--- config.mk ---
export PLATFORM = sky130hd
export DESIGN_NAME = l1_refill_ctrl
export DESIGN_NICKNAME = d
export VERILOG_FILES = /design/src/rtl/l1_refill_ctrl.sv
export SDC_FILE = /design/constraint.sdc
export NUM_CORES = 1
export LEC_CHECK = 0
export ABC_AREA = 1
export BUFFER_PORTS_ARGS = -buffer_cell sky130_fd_sc_hd__buf_2
export CORE_AREA = 2 2 105 107
export DETAILED_ROUTE_END_ITERATION = 16
export DIE_AREA = 0 0 107 109
export PLACE_DENSITY = 0.69
export REMOVE_ABC_BUFFERS = 1
export SLEW_MARGIN = 40
export SYNTH_ARGS = -nofsm -noshare
export SYNTH_HDL_FRONTEND = slang
export SYNTH_SLANG_ARGS = --single-unit
--- constraint.sdc ---
create_clock -name cpu_clk -period 4.4 [get_ports cpu_clk]
set_input_delay 0 -clock cpu_clk [delete_from_list [all_inputs] [get_ports cpu_clk]]
set_output_delay 0 -clock cpu_clk [all_outputs]
set_load 0.005 [all_outputs]
--- src/rtl/l1_refill_ctrl.sv ---
// Purpose : L1 line-refill controller; arbitrates inst/data misses and streams one burst line into the owner's memory.
// Latency : req to done pulse = 1 (grant) + AR handshake + READ_BURST_LEN beats + 1 (done) cycles.
// Backpr. : holds mem_ar_* until mem_ar_ready; always ready for read beats, so gaps in mem_r_valid just stall.
//
// Ports:
//   cpu_clk / cpu_rst_n                     clock, async active-low reset
//   inst_miss_req/addr, inst_refill_done    instruction-side miss request and completion pulse
//   data_miss_req/addr, data_refill_done    data-side miss request and completion pulse
//   mem_ar_valid/ready/addr                 burst read request to the memory side
//   mem_r_valid/data                        read beats returned by the memory side
//   dma_inst_mem_waddr/wdata, inst_mem_write   instruction memory write port
//   dma_data_mem_waddr/wdata, data_mem_write   data memory write port
//   data_mem_write_ctrl_by                  1 while a data-owned refill holds the data memory port
//   refill_busy                             a refill is in flight
module l1_refill_ctrl #(
    parameter int ADDR_WIDTH     = 32,
    parameter int DATA_WIDTH     = 32,
    parameter int READ_BURST_LEN = 8
) (
    input  logic                  cpu_clk,
    input  logic                  cpu_rst_n,
    input  logic                  inst_miss_req,
    input  logic [ADDR_WIDTH-1:0] inst_miss_addr,
    output logic                  inst_refill_done,
    input  logic                  data_miss_req,
    input  logic [ADDR_WIDTH-1:0] data_miss_addr,
    output logic                  data_refill_done,
    output logic                  mem_ar_valid,
    input  logic                  mem_ar_ready,
    output logic [ADDR_WIDTH-1:0] mem_ar_addr,
    input  logic                  mem_r_valid,
    input  logic [DATA_WIDTH-1:0] mem_r_data,
    output logic [ADDR_WIDTH-1:0] dma_inst_mem_waddr,
    output logic [DATA_WIDTH-1:0] dma_inst_mem_wdata,
    output logic                  inst_mem_write,
    output logic [ADDR_WIDTH-1:0] dma_data_mem_waddr,
    output logic [DATA_WIDTH-1:0] dma_data_mem_wdata,
    output logic                  data_mem_write,
    output logic                  data_mem_write_ctrl_by,
    output logic                  refill_busy
);

    localparam int BEAT_W = $clog2(READ_BURST_LEN);
    // Line offset in bytes: words are addressed 4 bytes apart.
    localparam int OFF_W  = $clog2(READ_BURST_LEN * 4);
    localparam logic [ADDR_WIDTH-1:0] LINE_MASK = {{(ADDR_WIDTH-OFF_W){1'b1}}, {OFF_W{1'b0}}};
    localparam logic [BEAT_W-1:0]     LAST_BEAT = BEAT_W'(READ_BURST_LEN - 1);

    typedef enum logic [1:0] {
        ST_IDLE = 2'd0,
        ST_ADDR = 2'd1,
        ST_DATA = 2'd2,
        ST_DONE = 2'd3
    } state_t;

    typedef enum logic {
        OWN_INST = 1'b0,
        OWN_DATA = 1'b1
    } owner_t;

    state_t                r_state;
    state_t                w_state_nxt;
    owner_t                r_owner;
    owner_t                r_prio;
    owner_t                w_winner;
    logic [ADDR_WIDTH-1:0] r_base;
    logic [ADDR_WIDTH-1:0] w_beat_addr;
    logic [BEAT_W-1:0]     r_beat;
    logic                  w_grant;
    logic                  w_beat_acc;
    logic                  w_contested;

    // ------------------------------------------------------------------
    // State register
    // ------------------------------------------------------------------
    always_ff @(posedge cpu_clk or negedge cpu_rst_n) begin
        if (!cpu_rst_n) begin
            r_state <= ST_IDLE;
        end else begin
            r_state <= w_state_nxt;
        end
    end

    // ------------------------------------------------------------------
    // Next state and all outputs; every output idles at 0 so reset (which
    // forces IDLE asynchronously) drives the whole interface to 0 at once.
    // ------------------------------------------------------------------
    always_comb begin
        w_state_nxt            = r_state;
        w_grant                = 1'b0;
        w_beat_acc             = 1'b0;
        w_contested            = inst_miss_req && data_miss_req;
        w_winner               = OWN_INST;
        w_beat_addr            = r_base + ADDR_WIDTH'({r_beat, 2'b00});
        inst_refill_done       = 1'b0;
        data_refill_done       = 1'b0;
        mem_ar_valid           = 1'b0;
        mem_ar_addr            = '0;
        dma_inst_mem_waddr     = '0;
        dma_inst_mem_wdata     = '0;
        inst_mem_write         = 1'b0;
        dma_data_mem_waddr     = '0;
        dma_data_mem_wdata     = '0;
        data_mem_write         = 1'b0;
        data_mem_write_ctrl_by = 1'b0;
        refill_busy            = (r_state != ST_IDLE);

        case (r_state)
            ST_IDLE: begin
                if (inst_miss_req || data_miss_req) begin
                    w_grant     = 1'b1;
                    w_state_nxt = ST_ADDR;
                    if (w_contested) begin
                        w_winner = r_prio;
                    end else if (data_miss_req) begin
                        w_winner = OWN_DATA;
                    end else begin
                        w_winner = OWN_INST;
                    end
                end
            end

            ST_ADDR: begin
                mem_ar_valid           = 1'b1;
                mem_ar_addr            = r_base;
                data_mem_write_ctrl_by = (r_owner == OWN_DATA);
                if (mem_ar_ready) begin
                    w_state_nxt = ST_DATA;
                end
            end

            ST_DATA: begin
                data_mem_write_ctrl_by = (r_owner == OWN_DATA);
                if (mem_r_valid) begin
                    w_beat_acc = 1'b1;
                    if (r_owner == OWN_INST) begin
                        inst_mem_write     = 1'b1;
                        dma_inst_mem_waddr = w_beat_addr;
                        dma_inst_mem_wdata = mem_r_data;
                    end else begin
                        data_mem_write     = 1'b1;
                        dma_data_mem_waddr = w_beat_addr;
                        dma_data_mem_wdata = mem_r_data;
                    end
                    if (r_beat == LAST_BEAT) begin
                        w_state_nxt = ST_DONE;
                    end
                end
            end

            ST_DONE: begin
                data_mem_write_ctrl_by = (r_owner == OWN_DATA);
                inst_refill_done       = (r_owner == OWN_INST);
                data_refill_done       = (r_owner == OWN_DATA);
                w_state_nxt            = ST_IDLE;
            end

            default: begin
                w_state_nxt = ST_IDLE;
            end
        endcase
    end

    // ------------------------------------------------------------------
    // Refill context: owner, line base, beat counter, round-robin flag.
    // The flag only moves on a contested grant, so an uncontested grant
    // never steals the next turn from the side that just lost.
    // ------------------------------------------------------------------
    always_ff @(posedge cpu_clk or negedge cpu_rst_n) begin
        if (!cpu_rst_n) begin
            r_owner <= OWN_INST;
            r_prio  <= OWN_INST;
            r_base  <= '0;
            r_beat  <= '0;
        end else begin
            if (w_grant) begin
                r_owner <= w_winner;
                r_base  <= ((w_winner == OWN_DATA) ? data_miss_addr : inst_miss_addr) & LINE_MASK;
                if (w_contested) begin
                    r_prio <= (w_winner == OWN_INST) ? OWN_DATA : OWN_INST;
                end
            end
            if ((r_state == ST_ADDR) && mem_ar_ready) begin
                r_beat <= '0;
            end else if (w_beat_acc) begin
                r_beat <= r_beat + 1'b1;
            end
        end
    end

endmodule

==> impl_metrics.toml <==
[outcome]
status = "finished clean"

[worst_setup_path]
end_kind = "output pin"
critPathSlowestCell = "inv_4"
crit_path_cell_trace = "inv_1, ha_1, nand2_1, nor2_2, inv_4, nor2_1, buf_2"
cp_data_arrival_time_ns = 1.98
start_kind = "register"
path_max_fanout = 62
cpPeakStageDelay_ns = 0.44
worst-path-buf-inv = 3
cpLargestDelayFamily = "buffers and inverters"
critical_path_class = "register to output pin"
cp_data_required_time_ns = 4.40

[placed_design]
gp_congestion = 0.798
port_buffers = 249
dp.cells = 920
place_hpwl_um = 7840
place_area_um2 = 4450

[power]
p_switching_mw = 0.986
seqPwrFrac = 0.298
power.leakage_nw = 3.41
switching_share = 0.491
finalPower_mw = 2.01
peakVddDrop_uv = 229
clkPwrFrac = 0.114
comb_power_share = 0.588
internal_power_mw = 1.02
p_per_area_nw_per_um2 = 443

[clock_tree]
clk_pin_slew_ns = 0.07
cts_buffers = 5
root_buffer = "clkbuf_8"
cts_tree = "yes"
cts.htree.levels = 2
clockBufferDepth = 2
clkLatencyLatePin_ns = 0.28
cts.sinks = 34

[die]
die_h_um = 109
chipWidth_um = 107
initial_utilization = 0.309
io-pin-count = 269
core_um2 = 10600
die_area_um2 = 11700
rows = 38

[timing]
fin_skew_ns = 0.00406
tightestPinTransition_ns = 0.616
rsz0062_at_grt = "false"
setup_viol = 0
relSlewSlack = 0.588
setup-tns-final_ns = 0
maxSlewViolCount = 0
finalCriticalPeriod_ns = 1.98
hold_viol_final = 0
max_freq_mhz = 504
whs_ns = 0.0146
period_share = 0.451

[finish]
multi_input_area_um2 = 1550
layout-drive-gt1-share = 0.372
ff_latch_area_um2 = 851
area_growth_pct = 38.5
nNetsFinal = 897
num-fill-cells = 1190
antenna_cells = 0
post_layout_nonfiller_instances = 927
design_area_um2 = 4540

[detailed_routing]
drt_iter0_drc = 256
vias_per_cell = 4.14
drc = 0
drt_first_pass_iters = 4
drt_wl_total_um = 10300
wl_per_cell_um = 11.1
final_antenna_net_count = 0
vias = 3836

[synthesis]
synthCells = 556
yosys_warnings = 0
yosysUniqueCellTypes = 23
syn_area_um2 = 3280
yosysTopAreaCell = "dfrtp_1"
synth-seq-area-share = 0.259
yosysTopAreaCellShare = 0.259
ys_ff_latch = 34
synth.area.top_cells = "dfrtp_1 (26%), inv_1 (18%), nor2_1 (15%), nand2_1 (13%), nand3_2 (6.1%)"
syn_avg_cell_area_um2 = 5.90

[hold_path]
worstHoldPathType = "primary input to register"

[global_route]
grt_first_pass_wirelength_um = 14700
antenna_found_initial = 0
grt_pass1_vias = 3063
grt_use_met3 = 0.0281
grt.overflow.total = 0
met2_usage = 0.293
busiest_layer = "met2"
grtUsageTotal = 0.159
grt_util_met1 = 0.192
grt_max_degree = 63

[run]
drv_cap = 0
==> power by group through the flow <==
stage          clock network (mW)  registers [mW]  logic (mW)
3_3_place_gp                    0           0.603        1.18
4_1_cts                     0.239           0.599        1.20
5_1_grt                     0.246           0.624        1.35
3_5_place_dp                    0           0.604        1.19
6_report                    0.228           0.599        1.18
2_1_floorplan                   0           0.564       0.750
==> worst register-to-register path, cell delays in order, from the launching register on <==
cell and delay, ns:
dfrtp_1 0.42, inv_1 0.10, ha_1 0.27, nand2_2 0.12
clkinv_4 0.21, nand2_4 0.36, nand2_1 0.13, nand3_2 0.08
nand2_1 0.05
==> worst paths after layout <==
path | from | to | slack, ns | depth (start not counted)
worst max-delay path | r_state[0]$_DFFE_PN0P_ | dma_data_mem_waddr[8] | 2.42 | 7
worst min-delay path | inst_miss_addr[29] | r_base[29]$_DFFE_PN0P_ | 0.01 | 5
worst max register to register | r_state[0]$_DFFE_PN0P_ | r_base[9]$_DFFE_PN0P_ | 2.56 | 8
worst min register to register | r_prio$_DFFE_PN0P_ | r_prio$_DFFE_PN0P_ | 0.47 | 1
max in group asynchronous | cpu_rst_n | r_base[23]$_DFFE_PN0P_ | 3.85 | 2
min in group asynchronous | cpu_rst_n | r_base[17]$_DFFE_PN0P_ | 0.22 | 2
==> flip-flops by register name, indices dropped and copies added, names as in the netlist <==
signal,flops
r_prio,1
r_base,27
r_state,2
r_owner,1
r_beat,3
==> area by class of cell <==
cell class / count / share of cell area
Multi-Input combinational cell: 335 / 0.341
Inverter: 160 / 0.134
Tap cell: 140 / 0.0386
Clock buffer: 6 / 0.0182
Sequential cell: 34 / 0.187
Timing Repair Buffer: 252 / 0.281
==> cells in the final DEF, fill, tap and decap left out <==
cell             n
buf_4            3
dlygate4sd3_1    1
xor2_1           1
nand2_2          6
inv_4            2
dfrtp_1         34
nor2_2           2
inv_2            3
nand4_1          2
nand2_4          1
a21oi_4          1
inv_1          154
conb_1           9
o21ai_0          4
nor2_1         127
nand2_1        116
nand3_1         39
buf_2          248
nand3_2         20
clkinv_4         1
ha_1             7
clkbuf_8         6
==> layer usage <==
layer  wire length [um]  vias up
met4                 85        0
met3                677        7
met2               5100      148
met5                  0        -
li1                   -     2004
met1               4430     1677
==> cells by family (layout without fill, tap and decap cells) <==
family,count (synthesis),after routing,synth area share
and+or+nand+nor,313,313,0.421
adders and majority gates,7,7,0.0267
xor gates and xnor gates,1,1,0.00267
AOI/OAI and AO/OA,5,5,0.0111
buffers and inverters,195,418,0.278
other,1,9,0.00114
DFF,34,34,0.259
==> timing repair <==
action / CTS / global route
hold endpoints to repair: 34 / 0
hold buffers: 1 / 0
resized for setup: 0 / 0
setup buffers: 0 / 0
==> stage by stage <==
stage / util / setup WS, ns
floorplan: - / 2.39
global placement: 0.419 / 2.44
detailed placement: 0.419 / 2.57
CTS: 0.428 / 2.41
global route: 0.428 / 2.26
finish: 0.428 / 2.42
==> Yosys cell counts <==
cell      number
nand2_2        6
clkbuf_8       5
nor2_1       127
buf_6          1
o21ai_0        4
inv_2          5
inv_1        154
clkinv_4       1
buf_2         15
conb_1         1
buf_12         3
nand4_1        2
nor2_2         2
nand3_2       20
buf_4         10
ha_1           7
nand3_1       39
nand2_1      116
buf_8          1
xor2_1         1
a21oi_4        1
dfrtp_1       34
nand2_4        1
Note: power is estimated with default switching activity, not from simulation.
